`src/rtl/vga_hsync_timing.sv`:
```
// Horizontal timing stage of the VGA controller.
// Divides clk_i into a one-cycle pixel tick, runs the horizontal pixel counter,
// pulses line_end_o once per line to enable the external vertical counter,
// and decodes h_count together with the returned v_count into sync, blanking
// and visible pixel coordinates. All outputs are registered.
//
// Ports:
//   clk_i       system clock
//   reset_i     synchronous active-high reset
//   v_count_i   current line number from the vertical counter
//   pix_tick_o  one-cycle pulse per pixel period
//   h_count_o   horizontal pixel counter, 0..H_TOTAL-1
//   line_end_o  one-cycle pulse in the cycle after h_count wraps to 0
//   hsync_o     horizontal sync, active level SYNC_POL
//   vsync_o     vertical sync, active level SYNC_POL
//   video_on_o  high inside the visible window
//   pixel_x_o   visible column, 0 outside the window
//   pixel_y_o   visible row, 0 outside the window
module vga_hsync_timing #(
  parameter int unsigned PIX_DIV   = 4,
  parameter int unsigned H_DISPLAY = 640,
  parameter int unsigned H_FRONT   = 16,
  parameter int unsigned H_SYNC    = 96,
  parameter int unsigned H_BACK    = 48,
  parameter int unsigned V_DISPLAY = 480,
  parameter int unsigned V_FRONT   = 10,
  parameter int unsigned V_SYNC    = 2,
  parameter int unsigned SYNC_POL  = 0
) (
  input  logic       clk_i,
  input  logic       reset_i,
  input  logic [9:0] v_count_i,
  output logic       pix_tick_o,
  output logic [9:0] h_count_o,
  output logic       line_end_o,
  output logic       hsync_o,
  output logic       vsync_o,
  output logic       video_on_o,
  output logic [9:0] pixel_x_o,
  output logic [9:0] pixel_y_o
);

  localparam int unsigned H_TOTAL = H_DISPLAY + H_FRONT + H_SYNC + H_BACK;
  localparam int unsigned DivW    = $clog2(PIX_DIV);

  localparam logic [DivW-1:0] DivLast = DivW'(PIX_DIV - 1);
  localparam logic [9:0] HLast       = 10'(H_TOTAL - 1);
  localparam logic [9:0] HDisp       = 10'(H_DISPLAY);
  localparam logic [9:0] HSyncStart  = 10'(H_DISPLAY + H_FRONT);
  localparam logic [9:0] HSyncEnd    = 10'(H_DISPLAY + H_FRONT + H_SYNC);
  localparam logic [9:0] VDisp       = 10'(V_DISPLAY);
  localparam logic [9:0] VSyncStart  = 10'(V_DISPLAY + V_FRONT);
  localparam logic [9:0] VSyncEnd    = 10'(V_DISPLAY + V_FRONT + V_SYNC);
  localparam logic       SyncAct     = (SYNC_POL != 0);

  logic [DivW-1:0] div_q, div_d;
  logic            tick_q, tick_d;
  logic [9:0]      h_q, h_d;
  logic            line_end_q, line_end_d;
  logic            hsync_q, hsync_d;
  logic            vsync_q, vsync_d;
  logic            video_on_q, video_on_d;
  logic [9:0]      px_q, px_d;
  logic [9:0]      py_q, py_d;

  always_comb begin
    div_d      = (div_q == DivLast) ? '0 : div_q + 1'b1;
    tick_d     = (div_q == DivLast);
    h_d        = h_q;
    line_end_d = 1'b0;
    if (tick_q) begin
      h_d        = (h_q == HLast) ? '0 : h_q + 10'd1;
      // Registered here so the pulse lands in the first cycle showing h_count == 0.
      line_end_d = (h_q == HLast);
    end

    // Decode uses the registered count, so every output lags h_count by one cycle.
    hsync_d    = ((h_q >= HSyncStart) && (h_q < HSyncEnd)) ? SyncAct : ~SyncAct;
    vsync_d    = ((v_count_i >= VSyncStart) && (v_count_i < VSyncEnd)) ? SyncAct : ~SyncAct;
    video_on_d = (h_q < HDisp) && (v_count_i < VDisp);
    px_d       = video_on_d ? h_q : '0;
    py_d       = video_on_d ? v_count_i : '0;
  end

  always_ff @(posedge clk_i) begin
    if (reset_i) begin
      div_q      <= '0;
      tick_q     <= 1'b0;
      h_q        <= '0;
      line_end_q <= 1'b0;
      hsync_q    <= ~SyncAct;
      vsync_q    <= ~SyncAct;
      video_on_q <= 1'b0;
      px_q       <= '0;
      py_q       <= '0;
    end else begin
      div_q      <= div_d;
      tick_q     <= tick_d;
      h_q        <= h_d;
      line_end_q <= line_end_d;
      hsync_q    <= hsync_d;
      vsync_q    <= vsync_d;
      video_on_q <= video_on_d;
      px_q       <= px_d;
      py_q       <= py_d;
    end
  end

  assign pix_tick_o = tick_q;
  assign h_count_o  = h_q;
  assign line_end_o = line_end_q;
  assign hsync_o    = hsync_q;
  assign vsync_o    = vsync_q;
  assign video_on_o = video_on_q;
  assign pixel_x_o  = px_q;
  assign pixel_y_o  = py_q;

endmodule

```
`config.mk`:
```
export PLATFORM = sky130hd
export DESIGN_NAME = vga_hsync_timing
export DESIGN_NICKNAME = d
export VERILOG_FILES = /design/src/rtl/vga_hsync_timing.sv
export SDC_FILE = /design/constraint.sdc
export NUM_CORES = 1
export LEC_CHECK = 0
export ABC_AREA = 1
export CORE_UTILIZATION = 44
export DETAILED_ROUTE_END_ITERATION = 10
export PLACE_DENSITY = 0.78
export SLEW_MARGIN = 15
export SYNTH_ARGS = -nofsm -noshare
export SYNTH_HDL_FRONTEND = slang
export SYNTH_SLANG_ARGS = --single-unit
```
`constraint.sdc`:
```
create_clock -name clk_i -period 1.55 [get_ports clk_i]
set_clock_uncertainty 0.15 [all_clocks]
set_input_delay 0.3875 -clock clk_i [delete_from_list [all_inputs] [get_ports clk_i]]
set_output_delay 0.3875 -clock clk_i [all_outputs]
set_load 0.02 [all_outputs]
```
==> report_table.html <==
<table>
<tr><th>Metric</th><th>Value</th></tr>
<tr><th colspan="2">Clock network</th></tr>
<tr><td>Clock tree from TritonCTS</td><td>yes</td></tr>
<tr><td>Number of H-tree branching levels</td><td>2</td></tr>
<tr><td>Clock Path Buffers</td><td>2</td></tr>
<tr><td>Cts hold-fix bufs</td><td>0</td></tr>
<tr><td>Clk root buf</td><td>sky130_fd_sc_hd__clkbuf_4</td></tr>
<tr><td>Insertion delay of the later-clocked pin in the worst-skew pair</td><td>about 0.34 ns</td></tr>
<tr><td>Clock input transition at the sequential cells of the worst setup and hold paths</td><td>0.10 ns</td></tr>
<tr><td>Num Clock Sinks</td><td>37</td></tr>
<tr><td>Cts bufs inserted</td><td>5</td></tr>
<tr><th colspan="2">Setup path</th></tr>
<tr><td>CP required</td><td>1.01 ns</td></tr>
<tr><td>CP Capture Type</td><td>output pin</td></tr>
<tr><td>Family of cells with the greatest summed delay on the critical path</td><td>flip-flops</td></tr>
<tr><td>Buf/Inv on CP</td><td>1</td></tr>
<tr><td>Data arrival, critical path</td><td>just under 1 ns</td></tr>
<tr><td>Slowest library cell on the worst path</td><td>sky130_fd_sc_hd__dfxtp_1</td></tr>
<tr><td>Worst setup slack for register-to-register paths</td><td>~0.11 ns</td></tr>
<tr><td>R2R Path Start</td><td>h_count_o[4]</td></tr>
<tr><td>Maximum net fanout on the critical path</td><td>1</td></tr>
<tr><td>Reg2reg end</td><td>h_count_o[1]</td></tr>
<tr><td>Sequence of cells on the critical path</td><td>clkdlybuf4s15_1</td></tr>
<tr><td>Critical path launch point type</td><td>register</td></tr>
<tr><td>Crit path largest cell delay</td><td>0.34 ns</td></tr>
<tr><td>Critical path class</td><td>reg2out</td></tr>
<tr><td>Logic depth of the worst register-to-register path</td><td>6</td></tr>
<tr><th colspan="2">Min path</th></tr>
<tr><td>Hold Crit Depth</td><td>3</td></tr>
<tr><td>Worst Min Path Start</td><td>v_count_i[8]</td></tr>
<tr><td>Worst hold endpoint</td><td>pixel_y_o[8]</td></tr>
<tr><td>Tightest Hold Check Type</td><td>in2reg</td></tr>
<tr><th colspan="2">Place</th></tr>
<tr><td>Port bufs</td><td>between 40 and 50</td></tr>
<tr><td>HPWL after detailed placement</td><td>between 2000 and 2500 microns</td></tr>
<tr><td>RePlAce Congestion</td><td>~0.79</td></tr>
<tr><th colspan="2">Power and ir drop</th></tr>
<tr><td>Total chip power</td><td>around 1.6 mW</td></tr>
<tr><td>Static Leakage</td><td>between 0.9 and 1 nW</td></tr>
<tr><td>Ratio of total power to cell area</td><td>788 nW/um^2</td></tr>
<tr><td>Sequential fraction of design power</td><td>0.597</td></tr>
<tr><td>Pint</td><td>approximately 1.2 mW</td></tr>
<tr><td>Net switching power of the design</td><td>approximately 400 uW</td></tr>
<tr><td>Clock network power share</td><td>0.287</td></tr>
<tr><td>Logic pwr share</td><td>0.116</td></tr>
<tr><td>Switching part of the total</td><td>0.242</td></tr>
<tr><td>IR Drop Worst-Case VDD</td><td>0.000708 V</td></tr>
<tr><th colspan="2">Yosys</th></tr>
<tr><td>Area contributors post-synth</td><td>sky130_fd_sc_hd__dfxtp_1 53%, sky130_fd_sc_hd__nor2_4 8.9%, sky130_fd_sc_hd__nor2_1 7.6%</td></tr>
<tr><td>Cell taking the most area after synthesis</td><td>sky130_fd_sc_hd__dfxtp_1</td></tr>
<tr><td>Synthesized net count</td><td>171</td></tr>
<tr><td>Area share of the leading cell type in the synthesized netlist</td><td>0.535</td></tr>
<tr><td>Post-synth cell types</td><td>21</td></tr>
<tr><td>Post-synthesis sequential element count</td><td>37</td></tr>
<tr><td>Mean Syn Cell Area</td><td>roughly 9 sq um</td></tr>
<tr><td>Ys Warns</td><td>0</td></tr>
<tr><td>Gate Count Post-Synth</td><td>about 160</td></tr>
<tr><td>Part of the Yosys area used for sequential elements</td><td>0.535</td></tr>
<tr><td>Area of the mapped netlist</td><td>1390 sq um</td></tr>
<tr><th colspan="2">Route</th></tr>
<tr><td>Pre-antenna DRT Iters</td><td>4</td></tr>
<tr><td>Average vias per placed instance</td><td>approximately 4.6</td></tr>
<tr><td>Remaining design rule violation count</td><td>0</td></tr>
<tr><td>First DRT Iteration DRCs</td><td>34</td></tr>
<tr><td>Total number of vias</td><td>about 1300</td></tr>
<tr><td>Routed wire per std cell</td><td>around 12 microns</td></tr>
<tr><td>Overall routed net length</td><td>roughly 3400 microns</td></tr>
<tr><td>Post-route antenna net violation count</td><td>0</td></tr>
<tr><th colspan="2">STA</th></tr>
<tr><td>Max-slew violation count</td><td>0</td></tr>
<tr><td>Total setup violations reported at the end of the flow</td><td>0</td></tr>
<tr><td>Achievable clock frequency</td><td>659 MHz</td></tr>
<tr><td>Post-layout minimum cycle time</td><td>roughly 1.5 ns</td></tr>
<tr><td>Setup Total Neg Slack</td><td>0 ns</td></tr>
<tr><td>Total count of hold-check failures in the final report</td><td>0</td></tr>
<tr><td>Part of the cycle the worst path needs</td><td>0.979</td></tr>
<tr><th colspan="2">Layout</th></tr>
<tr><td>Fraction of layout cells with a size suffix above 1</td><td>0.285</td></tr>
<tr><td>Antenna diodes</td><td>0</td></tr>
<tr><td>Net count, final</td><td>roughly 240</td></tr>
<tr><td>Filler cells</td><td>between 200 and 250</td></tr>
<tr><td>Final cell utilization of the core</td><td>0.726</td></tr>
<tr><td>Leading cell types in the layout, fill and taps excluded</td><td>35 x sky130_fd_sc_hd__dfxtp_1, 25 x sky130_fd_sc_hd__nor2_1, 24 x sky130_fd_sc_hd__inv_1, 17 x sky130_fd_sc_hd__nand2_1, 17 x sky130_fd_sc_hd__clkdlybuf4s15_1</td></tr>
<tr><td>Most common cell after layout, fill and taps aside</td><td>sky130_fd_sc_hd__dfxtp_1</td></tr>
<tr><td>Layout Area Growth over Synthesis</td><td>50.8%</td></tr>
<tr><th colspan="2">Global routing</th></tr>
<tr><td>Global-route wire length before repair</td><td>about 5200 microns</td></tr>
<tr><td>Maximum number of pins on one net before global-route repair</td><td>12</td></tr>
<tr><td>Overflow after GRT</td><td>0</td></tr>
<tr><td>Initial antenna violation count</td><td>0</td></tr>
<tr><td>Number of global-route vias before repair</td><td>between 1000 and 1500</td></tr>
<tr><td>Total GRT Usage</td><td>0.213</td></tr>
<tr><th colspan="2">Floorplanning</th></tr>
<tr><td>Width of the die</td><td>58.1 microns</td></tr>
<tr><td>Core Area</td><td>about 2900 sq um</td></tr>
<tr><td>Total Die Area</td><td>~3400 sq um</td></tr>
<tr><td>Floorplan row count</td><td>19</td></tr>
<tr><td>Initial core utilization</td><td>0.482</td></tr>
<tr><td>Die height</td><td>a little under 60 microns</td></tr>
<tr><td>Number of top-level pins</td><td>47</td></tr>
<tr><th colspan="2">Run status</th></tr>
<tr><td>Result of the run</td><td>complete, no violations</td></tr>
<tr><th colspan="2">Flow run</th></tr>
<tr><td>Number of maximum-capacitance violations</td><td>0</td></tr>
</table>
-- registers in the layout, indices dropped and copies added (netlist names) --
| signal | cells |
|---|---|
| h_count_o | 10 |
| hsync_o | 1 |
| pixel_y_o | 10 |
| video_on_o | 1 |
| pixel_x_o | 10 |
| line_end_o | 1 |
| vsync_o | 1 |
| pix_tick_o | 1 |
| div_q | 2 |
-- repair_timing --
| action | CTS | global route |
|---|---|---|
| gates resized for setup | 54 | 46 |
| endpoints found under the setup margin | 35 | 53 |
| hold endpoints to repair | 0 | 0 |
| pin swaps | 0 | 5 |
| gates cloned | 0 | 1 |
| buffers inserted | 0 | 1 |
-- metal layers --
layer / track usage / wire length, microns
met5: 0 / 0
met2: 0.392 / 1750
met3: 0.0737 / 239
met4: 0.102 / 89
met1: 0.212 / 1300
-- worst min-delay path, cell delays in order --
cell,delay [ns]
sky130_fd_sc_hd__dlymetal6s2s_1,0.13
sky130_fd_sc_hd__inv_2,0.07
sky130_fd_sc_hd__nor2_1,0.05
-- metrics by stage --
stage	std cells	cell area [sq um]	hold WS (ns)	worst slack, ns
detailed placement	260	2030	0.279	-0.330
finish	270	2090	0.175	0.0327
global placement	260	2030	0.266	-0.255
global route	270	2090	0.177	-0.00149
CTS	268	2060	0.293	0.000551
floorplan	156	1390	0.256	0.0908
-- power by group through the flow --
| stage | Sequential, mW | Clock [mW] | Combinational (mW) |
|---|---|---|---|
| final | 0.982 | 0.473 | 0.190 |
| after global routing | 0.984 | 0.519 | 0.206 |
| after CTS | 0.981 | 0.487 | 0.181 |
| after detailed placement | 1.00 | 0 | 0.189 |
| after global placement | 1.00 | 0 | 0.183 |
| after floorplan | 1.02 | 0 | 0.0703 |
-- logic make-up after synthesis --
| family | count (synthesis) | share of synthesized area |
|---|---|---|
| adder cells (fa/ha/maj) | 3 | 0.0271 |
| AO/OA/AOI/OAI | 6 | 0.0235 |
| AND/OR/NAND/NOR | 78 | 0.302 |
| buffers and inverters | 29 | 0.0976 |
| XOR/XNOR | 2 | 0.0126 |
| other | 1 | 0.00271 |
| flip-flops | 37 | 0.535 |
-- how the worst max path moves through the flow --
stage | start | to | slack (ns) | cells after the start
floorplan | h_count_o[0] | h_count_o[3] | 0.09 | 5
detailed placement | v_count_i[8] | pixel_y_o[4] | -0.33 | 9
finish | pixel_x_o[0] | pixel_x_o[0] | 0.03 | 1
global placement | v_count_i[9] | pixel_y_o[2] | -0.26 | 8
global route | pixel_x_o[0] | pixel_x_o[0] | -0.001 | 1
CTS | h_count_o[0] | h_count_o[0] | 0.0006 | 1
-- cell usage after synthesis --
library cell and count:
sky130_fd_sc_hd__nand3_2 1, sky130_fd_sc_hd__nor2_2 2, sky130_fd_sc_hd__nor3b_1 2, sky130_fd_sc_hd__dfxtp_1 37, sky130_fd_sc_hd__nor2_4 11, sky130_fd_sc_hd__o211ai_1 1, sky130_fd_sc_hd__nand3b_1 1, sky130_fd_sc_hd__buf_6 1
sky130_fd_sc_hd__conb_1 1, sky130_fd_sc_hd__buf_12 1, sky130_fd_sc_hd__inv_1 26, sky130_fd_sc_hd__nor4_1 1, sky130_fd_sc_hd__inv_4 1, sky130_fd_sc_hd__ha_1 3, sky130_fd_sc_hd__a21oi_1 4, sky130_fd_sc_hd__o21ai_0 1
sky130_fd_sc_hd__nand3_1 11, sky130_fd_sc_hd__nand2_1 18, sky130_fd_sc_hd__xor2_1 2, sky130_fd_sc_hd__nor3_1 3, sky130_fd_sc_hd__nor2_1 28
-- layout make-up --
| cell class | instances | area (sq um) | share of cell area |
|---|---|---|---|
| repair buffers | 66 | 598 | 0.286 |
| well taps | 42 | 52.6 | 0.0252 |
| multi-input cells | 90 | 542 | 0.259 |
| flip-flops and latches | 37 | 743 | 0.356 |
| clock buffers | 8 | 48.8 | 0.0234 |
| inverters | 27 | 104 | 0.0497 |
Power figures use the tool's default switching activity.
